File: src/rtl/serial_adder.sv
// Bit-serial adder/subtractor: one full-adder cell, registered carry,
// LSB-first, WIDTH cycles per operation with start/busy/done handshake.
//
// Ports:
//   clk, rst       rising-edge clock, synchronous active-high reset
//   start          request; accepted in IDLE or DONE only
//   sub            0: a + b + cin, 1: a - b (cin ignored)
//   a, b, cin      operands, captured on the accepting edge
//   busy           high while bits are processed
//   done           one-cycle pulse, result valid
//   sum            result (partial contents while busy)
//   cout           carry out of MSB (subtract: 1 = no borrow)
//   overflow       signed overflow
module serial_adder #(
  parameter int WIDTH = 8
) (
  input  logic             clk,
  input  logic             rst,
  input  logic             start,
  input  logic             sub,
  input  logic [WIDTH-1:0] a,
  input  logic [WIDTH-1:0] b,
  input  logic             cin,
  output logic             busy,
  output logic             done,
  output logic [WIDTH-1:0] sum,
  output logic             cout,
  output logic             overflow
);

  localparam int CNT_W = $clog2(WIDTH + 1);

  typedef enum logic [1:0] {
    IDLE,
    RUN,
    DONE
  } state_e;

  state_e           state_q, state_d;
  logic [WIDTH-1:0] opa_q, opa_d;
  logic [WIDTH-1:0] opb_q, opb_d;
  logic [WIDTH-1:0] sum_q, sum_d;
  logic             carry_q, carry_d;
  logic [CNT_W-1:0] cnt_q, cnt_d;
  logic             cout_q, cout_d;
  logic             ovf_q, ovf_d;

  logic fa_bit;
  logic fa_carry;
  logic last;

  assign fa_bit   = opa_q[0] ^ opb_q[0] ^ carry_q;
  assign fa_carry = (opa_q[0] & opb_q[0])
                  | (opa_q[0] & carry_q)
                  | (opb_q[0] & carry_q);
  assign last     = (cnt_q == CNT_W'(WIDTH - 1));

  always_comb begin
    state_d = state_q;
    opa_d   = opa_q;
    opb_d   = opb_q;
    sum_d   = sum_q;
    carry_d = carry_q;
    cnt_d   = cnt_q;
    cout_d  = cout_q;
    ovf_d   = ovf_q;
    unique case (state_q)
      IDLE, DONE: begin
        if (start) begin
          // Subtraction is a + ~b + 1: invert b and force carry-in.
          opa_d   = a;
          opb_d   = sub ? ~b : b;
          carry_d = sub ? 1'b1 : cin;
          cnt_d   = '0;
          sum_d   = '0;
          cout_d  = 1'b0;
          ovf_d   = 1'b0;
          state_d = RUN;
        end else begin
          state_d = IDLE;
        end
      end
      RUN: begin
        opa_d   = opa_q >> 1;
        opb_d   = opb_q >> 1;
        sum_d   = {fa_bit, sum_q[WIDTH-1:1]};
        carry_d = fa_carry;
        cnt_d   = cnt_q + CNT_W'(1);
        if (last) begin
          // carry_q is the carry into the MSB here.
          cout_d  = fa_carry;
          ovf_d   = carry_q ^ fa_carry;
          state_d = DONE;
        end
      end
      default: state_d = IDLE;
    endcase
  end

  always_ff @(posedge clk) begin
    if (rst) begin
      state_q <= IDLE;
      opa_q   <= '0;
      opb_q   <= '0;
      sum_q   <= '0;
      carry_q <= 1'b0;
      cnt_q   <= '0;
      cout_q  <= 1'b0;
      ovf_q   <= 1'b0;
    end else begin
      state_q <= state_d;
      opa_q   <= opa_d;
      opb_q   <= opb_d;
      sum_q   <= sum_d;
      carry_q <= carry_d;
      cnt_q   <= cnt_d;
      cout_q  <= cout_d;
      ovf_q   <= ovf_d;
    end
  end

  assign busy     = (state_q == RUN);
  assign done     = (state_q == DONE);
  assign sum      = sum_q;
  assign cout     = cout_q;
  assign overflow = ovf_q;

endmodule

File: config.mk
export PLATFORM = sky130hd
export DESIGN_NAME = serial_adder
export DESIGN_NICKNAME = d
export VERILOG_FILES = /design/src/rtl/serial_adder.sv
export SDC_FILE = /design/constraint.sdc
export NUM_CORES = 1
export LEC_CHECK = 0
export CELL_PAD_IN_SITES_DETAIL_PLACEMENT = 0
export CELL_PAD_IN_SITES_GLOBAL_PLACEMENT = 1
export CORE_MARGIN = 10
export CORE_UTILIZATION = 39
export DETAILED_ROUTE_END_ITERATION = 6
export PLACE_DENSITY = 0.94
export SLEW_MARGIN = 15
export SYNTH_ARGS = -nofsm -noshare
export SYNTH_HDL_FRONTEND = slang
export SYNTH_SLANG_ARGS = --single-unit
File: constraint.sdc
create_clock -name clk -period 4.1 [get_ports clk]
set_input_delay 0.615 -clock clk [delete_from_list [all_inputs] [get_ports clk]]
set_output_delay 0.615 -clock clk [all_outputs]
set_load 0.1 [all_outputs]
* Word-level counts from Yosys, hierarchy flattened *
Index checks and enable logic that the tools add are counted.

storage, ports and cells
  bits of input ports = 21
  logic and storage cells = 48
  bits in registers = 33

operators by class
  bitwise operators = 9
  reductions and logical operators = 5
  muxes and demuxes = 20
  $add $sub $neg = 1
  eq/ne operators = 5

operators by type and width
  cell                                                                     number
  8-bit one-hot mux with 2 select lines                                    3
  8-bit 2-to-1 mux                                                         4
  8-bit inverter                                                           1
  4-bit one-hot mux with 2 select lines                                    1
  1-bit 2-to-1 mux                                                         6
  1-bit one-hot mux with 2 select lines                                    3
  4-bit by 1-bit adder with 4-bit output, second input constant            1
  4-bit by 3-bit equality test with 1-bit output, second input constant    1
  4-bit 2-to-1 mux                                                         1
  2-bit one-hot mux with 2 select lines                                    1
  1-bit AND                                                                3
  3-bit AND reduction                                                      1
  1-bit XOR                                                                3
  2-bit by 1-bit equality test with 1-bit output, second input constant    1
  2-bit equality test, second input constant                               1
  2-bit logical NOT                                                        1
  2-bit 2-to-1 mux                                                         1
  2-bit by 1-bit inequality test with 1-bit output, second input constant  1
  2-bit inequality test, second input constant                             1
  1-bit bitwise OR                                                         2
  2-bit AND reduction                                                      1
  2-bit nonzero test                                                       1
  2-bit OR reduction                                                       1

* Logic depth before layout (Yosys ltp) *
Gate-level depths: netlist (run 1).

  depth in word-level cells = 6
  mapped depth = 7
  mapped depth without buffers = 4

* Worst setup path after synthesis (run 1) *
No wires, ideal clock.

  path type = reg-to-output
  start = register state_q[0]
  end = output done
  setup slack = 1833 ps
  path buffers = 0
  required time = 3485 ps
  data arrival time = 1652 ps
  stages on the path, launching flop included = 2
  cell sequence = dfxtp_1 > nor2b_1

between the ends
  cells in the longest elaborated chain, start to end = 1

ends and longest elaborated chain
  item                    RTL line  source
  start, declared         39        state_e state_q, state_d;
  start signal, assigned  111       state_q <= state_d;
  2-bit equality test     123       assign done = (state_q == DONE);
  end, declared           25        output logic done,

No other way between the ends.

* Final worst setup path (run 1) *
Ends and elaborated chain as after synthesis.

==> flow_summary.ini, run 1 <==
[drt]
postRouteAntennaNets = 0
wl_per_cell_microns = 13.7
drt-total-wl_mm = 3.31
drtIter0Drc = 126
drt_first_pass_iters = 4
vias = 1253
drcViolationCount = 0
routed_via_density = 5.18

[critical_path]
slowest_stage = clkdlybuf4s50_1
cpPeakStageDelay_ps = 1140
end_kind = primary output
worstPathArrival_ps = 1880
rrSetupSlack_ps = 2330
reg2reg_from = state_q[0]$_SDFFE_PP0P_
crit_chain = nor2b_1 > clkdlybuf4s50_1
reg2reg_to = cnt_q[2]$_SDFFE_PP0P_
reg2reg_depth = 3
required_ps = 3480
path_class = reg -> out
path_max_fanout = 4
start_kind = flip-flop

[worst_hold_path]
hp-start = opa_q[7]$_SDFFE_PP0P_
worstHoldEndpoint = opa_q[7]$_SDFFE_PP0P_
hold_class = reg -> reg
holdPathStages = 2

[timing]
setup-violations-final = 0
slew_viol_final = 0
finalClockSkew_ps = 6.14
period_needed_ps = 2500
finalHoldViolCount = 0
fmax_mhz = 400
final.period_utilization_pct = 60.9
tightest_slew_ps = 1050
slew_headroom_pct = 29.7
tns_ps = 0
rsz0062_at_grt = false

[yosys]
syn_inst = 168
synth_nets = 191
synth_compound_area_share_pct = 19.3
synthSimpleGateAreaFrac_pct = 20.0
ys_types = 31
synth_edf_count = 0
synth.most_common_cell = dfxtp_1
syn_avg_cell_area_sq_um = 8.63
ys_top_cells_by_area = dfxtp_1 46%, nand3_1 10%, a21oi_1 9.7%
synthFlopType = dfxtp_1
ys_seq_area_share_pct = 45.6
synth_top_family_by_area = simple AND/OR/NAND/NOR gates
ys_seq_elements = 33
yosysTopAreaCell = dfxtp_1
synthArstFlopShare_pct = 0
yosysWarnings = 0
synthAdderAreaFrac_pct = 2.24
synth_top_area_share_pct = 45.6
syn_area_sq_mm = 0.00145
synth-xor-area-share_pct = 5.44
synth_common_cells = 33 x dfxtp_1, 29 x nand3_1, 28 x a21oi_1
synth_mux_area_share_pct = 0.777

[clock_tree]
clock_path_buffers = 2
clock-sinks = 33
postCtsHoldBufs = 0
insertion_delay_ps = 290
h-tree-depth = 2
root_buffer = clkbuf_8
clk_pin_slew_ps = 70
cts_buffers = 5
cts_tree = done
cts_resized = 0
post_cts_buffers = 0

[final_layout]
fin_nets = 216
final_core_util_pct = 51.3
syn_to_final_growth_pct = 28.5
multi_input_area_sq_um = 693
register_area_sq_um = 661
finalNonFillerCells = 242
layout-drive-gt1-share_pct = 6.70
fill_cells = 377
fin_area_sq_mm = 0.00186
insertedDiodeCount = 0

[place]
place_congestion = 0.730
hpwl_mm = 2.16
portBuffers = 32
dp.cells = 234
postPlaceCellArea_sq_mm = 0.00176

[global_routing]
grt_max_degree = 34
grt_pass1_vias = 1219
antenna_found_initial = 0
grt_usage_pct = 10.9
gr-total-overflow = 0
grt_pass1_wl_mm = 5.67

[floorplanning]
placement_rows = 22
die_width_microns = 81.0
start_util_pct = 39.9
coreArea_sq_mm = 0.00363
dieArea_sq_mm = 0.00656
io_pins = 33
die_h_microns = 81.0

[job]
maxCapViolations = 0

[power_and_ir_drop]
power.leakage_nw = 0.647
ir_drop_v = 0.000200
p_per_area_mw_per_mm2 = 387

[run_status]
status = finished clean
[through the flow]
step                setup slack (ps)  total power [mW]  hold slack (ps)
floorplan                       1830             0.428              444
global placement                1780             0.459              455
detailed placement              1730             0.461              459
CTS                             1570             0.730              468
global route                    1510             0.759              486
finish                          1600             0.721              469
[layout make-up]
type	instances	area share, %
clock buffers	7	5.17
clock inverters	1	0.269
inverters	2	0.403
multi-input cells	116	37.2
flip-flops and latches	33	35.5
well taps	48	3.22
repair buffers	35	18.3
[power breakdown]
| group | switching [mW] | total [mW] | internal, mW |
|---|---|---|---|
| Sequential | 0.00981 | 0.346 | 0.336 |
| Combinational | 0.0640 | 0.107 | 0.0430 |
| Clock | 0.117 | 0.268 | 0.152 |
| Total | 0.191 | 0.721 | 0.531 |
[worst max-delay path, delay by kind of cell (launching register included)]
family | cells | cell delay (ps)
simple gates | 1 | 110
flops | 1 | 340
buf+inv | 1 | 1140
[kinds of logic (layout without fill, tap and decap cells)]
family                     after synthesis  count (layout)
and+or+nand+nor                         57              57
xor gates and xnor gates                 9               9
muxes                                    1               1
DFF                                     33              33
buffers and inverters                   19              45
adders and majority gates                2               2
AOI/OAI and AO/OA                       47              47
[how the worst max path moves through the flow]
stage                                 start                     to  slack [ps]
floorplan           state_q[0]$_SDFFE_PP0P_                   done        1830
global placement                      start  cnt_q[2]$_SDFFE_PP0P_        1780
detailed placement                    start  cnt_q[2]$_SDFFE_PP0P_        1730
CTS                 state_q[0]$_SDFFE_PP0P_                   done        1570
global route        state_q[0]$_SDFFE_PP0P_                   done        1510
finish              state_q[0]$_SDFFE_PP0P_                   done        1600
[cell usage in the layout, fill, tap and decap left out, types with 2 or more instances in the layout]
cell type        instances
xor2_1                   8
a31oi_1                  2
nor2_1                   2
nand2_1                 13
a22oi_1                 14
dfxtp_1                 33
clkdlybuf4s50_1         31
a21oi_1                 28
nand3_1                 29
nor2b_1                  2
buf_4                    4
nand2b_1                 4
clkbuf_8                 7
[metal layers]
metal	vias up	wire (microns)	global-route usage (%)
met5	-	0	0
met4	0	59	4.67
met3	7	233	4.86
met2	32	1510	16.3
met1	565	1510	13.2
li1	649	-	-
[sequential cells by signal, summed over array words and instances, names as in the netlist]
register	count
opb_q	8
sum	8
cnt_q	4
state_q	2
overflow	1
cout	1
opa_q	8
carry_q	1
(Power assumes the default switching activity.)
==> run 2, diff against run 1 <==
- CORE_UTILIZATION: 39 -> 33
- PLACE_DENSITY: 0.94 -> 0.86
- clock period: 4.1 -> 2.2 ns (I/O delays scaled with it)
==> run 2 against run 1 <==
Against the previous run: routed wire length up 5.3%; clock power is 86% higher; cell count is 3.3% higher; flip-flop and latch count is the same; non-clock buffer count grew 4; critical path depth up 1; sequential power is 86% higher; first-iteration DRC count is 47% lower; die area rose by 14%; hold slack got worse by 1.5 ps; combinational power is 99% higher; clock-buffer cell count unchanged; largest cell class unchanged.
==> flow_summary.ini, run 2 (synthesized netlist as in run 1, its figures left out) <==
[run_status]
status = finished clean

[final_layout]
insertedDiodeCount = 0
final_core_util_pct = 43.9
fin_nets = 220
syn_to_final_growth_pct = 29.9
layout-drive-gt1-share_pct = 14.1
layout_commonest_cell = dfxtp_1
fin_area_sq_mm = 0.00188
mostFrequentLayoutCells = 33 x dfxtp_1, 29 x nand3_1, 28 x a21oi_1
finalNonFillerCells = 250

[timing]
period_needed_ps = 1830
rsz0062_at_grt = false
fmax_mhz = 545
final.period_utilization_pct = 83.4
slew_headroom_pct = 69.7
timing.final.ws_setup_ps = 366
finalClockSkew_ps = 5.10
setup-violations-final = 0
finalHoldViolCount = 0
slew_viol_final = 0
tns_ps = 0
holdWs_ps = 467
tightest_slew_ps = 453

[global_routing]
grt_pass1_wl_mm = 6.00
grt_max_degree = 30
antenna_found_initial = 0
grt_pass1_vias = 1278
gr-total-overflow = 0
grt_usage_pct = 9.87

[clock_tree]
cts_tree = done
insertion_delay_ps = 290
clk_pin_slew_ps = 60
cts_resized = 0
clock_path_buffers = 2
clock-sinks = 33
post_cts_buffers = 0
root_buffer = clkbuf_8
cts_buffers = 5
postCtsHoldBufs = 0
h-tree-depth = 2

[place]
portBuffers = 32
postPlaceCellArea_sq_mm = 0.00178
place_congestion = 0.694
place_ws_ps = 546
dp.cells = 242
hpwl_mm = 2.34

[drt]
drtIter0Drc = 67
routed_via_density = 5.16
drt-total-wl_mm = 3.49
drcViolationCount = 0
wl_per_cell_microns = 13.9
postRouteAntennaNets = 0
drt_first_pass_iters = 4
vias = 1291

[power_and_ir_drop]
power.leakage_nw = 0.692
ir_drop_v = 0.000335
p_per_area_mw_per_mm2 = 720
total_power_mw = 1.36

[critical_path]
worst-path-buf-inv = 2
cpLargestDelayFamily = buffers and inverters
path_class = reg -> out
start_kind = flip-flop
required_ps = 1870
path_max_fanout = 24
end_kind = primary output
slowest_stage = inv_2
cpPeakStageDelay_ps = 400
crit_chain = nand2b_1 > inv_2 > buf_12
worstPathArrival_ps = 1500

[worst_hold_path]
hold_class = reg -> reg

[floorplanning]
start_util_pct = 33.8
io_pins = 33
placement_rows = 24
die_h_microns = 86.3
die_width_microns = 86.3
dieArea_sq_mm = 0.00745
coreArea_sq_mm = 0.00429

[job]
maxCapViolations = 0
==> run 2: changes by cell type in the layout (fill, tap and decap cells not counted), sizes merged <==
cell	change
buf	+15
clkdlybuf4s50	-11
==> run 2: metal layers <==
metal,GRT usage (%),part of all wire [%],vias up
li1,-,-,652
met1,12.5,47,596
met2,14.1,44,38
met3,3.85,7.6,5
met4,5.30,1.5,0
met5,0,0,-
==> run 2: worst register-to-register path: stages, from the launching register on <==
cell and delay [ps]:
dfxtp_1 300, nand2b_1 270, inv_2 400, nand4_1 180, mux2_1 320
==> run 2: where the power goes <==
| part | internal [mW] | switching (mW) |
|---|---|---|
| logic | 0.0894 | 0.123 |
| clock network | 0.282 | 0.216 |
| registers | 0.627 | 0.0182 |
==> run 2: final cells by class <==
type                    count  area [sq um]
fillers                   439          2410
multi-input cells         116           693
flip-flops and latches     33           661
repair buffers             39           355
clock buffers               7          96.3
well taps                  52          65.1
inverters                   2          7.51
clock inverters             1          5.00
==> run 2: final timing paths <==
| path | startpoint | to | slack (ps) | depth (start not counted) |
|---|---|---|---|---|
| worst max-delay path | state_q[1]$_SDFFE_PP0P_ | busy | 370 | 3 |
| worst min-delay path | sum[1]$_SDFFE_PP0P_ | sum[0]$_SDFFE_PP0P_ | 470 | 2 |
| worst max register to register | state_q[1]$_SDFFE_PP0P_ | cnt_q[3]$_SDFFE_PP0P_ | 610 | 4 |
| worst min register to register | sum[1]$_SDFFE_PP0P_ | sum[0]$_SDFFE_PP0P_ | 470 | 2 |
==> run 3, diff against run 2 <==
- CORE_UTILIZATION: 33 -> 36
- PLACE_DENSITY: 0.86 -> 0.89
- clock period: 2.2 -> 1.72 ns (I/O delays scaled with it)
==> run 3 against run 2 <==
Against the previous run: critical path depth stayed put; first-iteration DRC count is 70% higher; power is 29% higher; global-route usage is 0.17 points higher; die area is 6.4% lower; clock power is 28% higher; non-clock buffer count is 2 higher; clock skew hardly changed; routed wire length is 1.5% higher; critical endpoint unchanged; hold slack better by 1.8 ps; flip-flop and latch count stayed put.
==> flow_summary.ini, run 3 (synthesized netlist as in run 1, its figures left out) <==
[global_routing]
gr-total-overflow = 0
global_route.peak_usage_layer = met2
grt_max_degree = 22
antenna_found_initial = 0
grtUsageMet1_pct = 12.0
grtUsageMet3_pct = 3.52
gr-usage-met2_pct = 16.6
grt_pass1_vias = 1323
grt_usage_pct = 10.0
grt_pass1_wl_mm = 6.05

[final_layout]
layout_commonest_cell = dfxtp_1
fin_area_sq_mm = 0.00204
fill_cells = 380
fin_nets = 222
syn_to_final_growth_pct = 40.4
mostFrequentLayoutCells = 33 x dfxtp_1, 29 x nand3_1, 28 x a21oi_1
insertedDiodeCount = 0
layout-drive-gt1-share_pct = 15.5

[floorplanning]
die_width_microns = 83.5
io_pins = 33
coreArea_sq_mm = 0.00394
die_h_microns = 83.5
placement_rows = 23
start_util_pct = 36.8
dieArea_sq_mm = 0.00697

[critical_path]
required_ps = 1460
path_max_fanout = 12
rrSetupSlack_ps = 230
path_class = reg -> out
worstPathArrival_ps = 1250
start_kind = flip-flop
end_kind = primary output

[timing]
tns_ps = 0
setup-violations-final = 0
final.period_utilization_pct = 87.6
fmax_mhz = 664
rsz0062_at_grt = false
finalHoldViolCount = 0
slew_headroom_pct = 68.5
slew_viol_final = 0
period_needed_ps = 1510
tightest_slew_ps = 471
finalClockSkew_ps = 5.54

[drt]
drt_first_pass_iters = 4
wl_per_cell_microns = 14.2
routed_via_density = 5.17
vias = 1292
postRouteAntennaNets = 0
drt-total-wl_mm = 3.54
drtIter0Drc = 114
drcViolationCount = 0

[clock_tree]
h-tree-depth = 2
cts_resized = 0
post_cts_buffers = 0
insertion_delay_ps = 280
root_buffer = clkbuf_8
clk_pin_slew_ps = 60
cts_tree = done
clock-sinks = 33
postCtsHoldBufs = 0
clock_path_buffers = 2
cts_buffers = 5

[job]
maxCapViolations = 0

[place]
portBuffers = 32
place_congestion = 0.788
hpwl_mm = 2.50
postPlaceCellArea_sq_mm = 0.00193

[worst_hold_path]
hold_class = reg -> reg

[run_status]
status = finished clean

[power_and_ir_drop]
p_per_area_mw_per_mm2 = 859
power.leakage_nw = 0.731
ir_drop_v = 0.000569
run 3: worst paths after layout:
kind / startpoint / depth (start not counted) / end
max: state_q[0]$_SDFFE_PP0P_ / 3 / busy
min: opb_q[5]$_SDFFE_PP0P_ / 2 / opb_q[5]$_SDFFE_PP0P_
max reg2reg: opa_q[0]$_SDFFE_PP0P_ / 4 / overflow$_SDFFE_PP0P_
min reg2reg: opb_q[5]$_SDFFE_PP0P_ / 2 / opb_q[5]$_SDFFE_PP0P_
run 3: cell type report:
type / count / area [sq um] / area share, %
clock buffers: 7 / 96.3 / 4.73
clock inverters: 1 / 5.00 / 0.246
inverters: 2 / 7.51 / 0.369
multi-input cells: 116 / 696 / 34.2
flip-flops and latches: 33 / 661 / 32.5
well taps: 50 / 62.6 / 3.07
repair buffers: 41 / 508 / 25.0
run 3: critical path, cell delays in order, from the launching register on:
cell	delay, ps
dfxtp_1	370
nand2b_1	150
inv_2	230
buf_12	210
run 3: where the power goes:
group	internal [mW]	switching (mW)
registers	0.801	0.0239
clock network	0.362	0.278
logic	0.124	0.161
run 3: stage by stage:
stage	hold WS (ps)	utilization [%]	total power, mW	instances	worst slack, ps
finish	469	51.6	1.75	250	213
global route	488	51.6	1.83	250	153
CTS	469	51.6	1.76	250	214
floorplan	394	-	1.02	168	321
global placement	456	49.1	1.12	242	165
detailed placement	460	49.1	1.13	242	150
run 3: metal layers:
metal | up-vias | share of wire [%]
li1 | 656 | -
met1 | 593 | 45
met2 | 38 | 48
met3 | 5 | 5.4
met4 | 0 | 1.2
met5 | - | 0
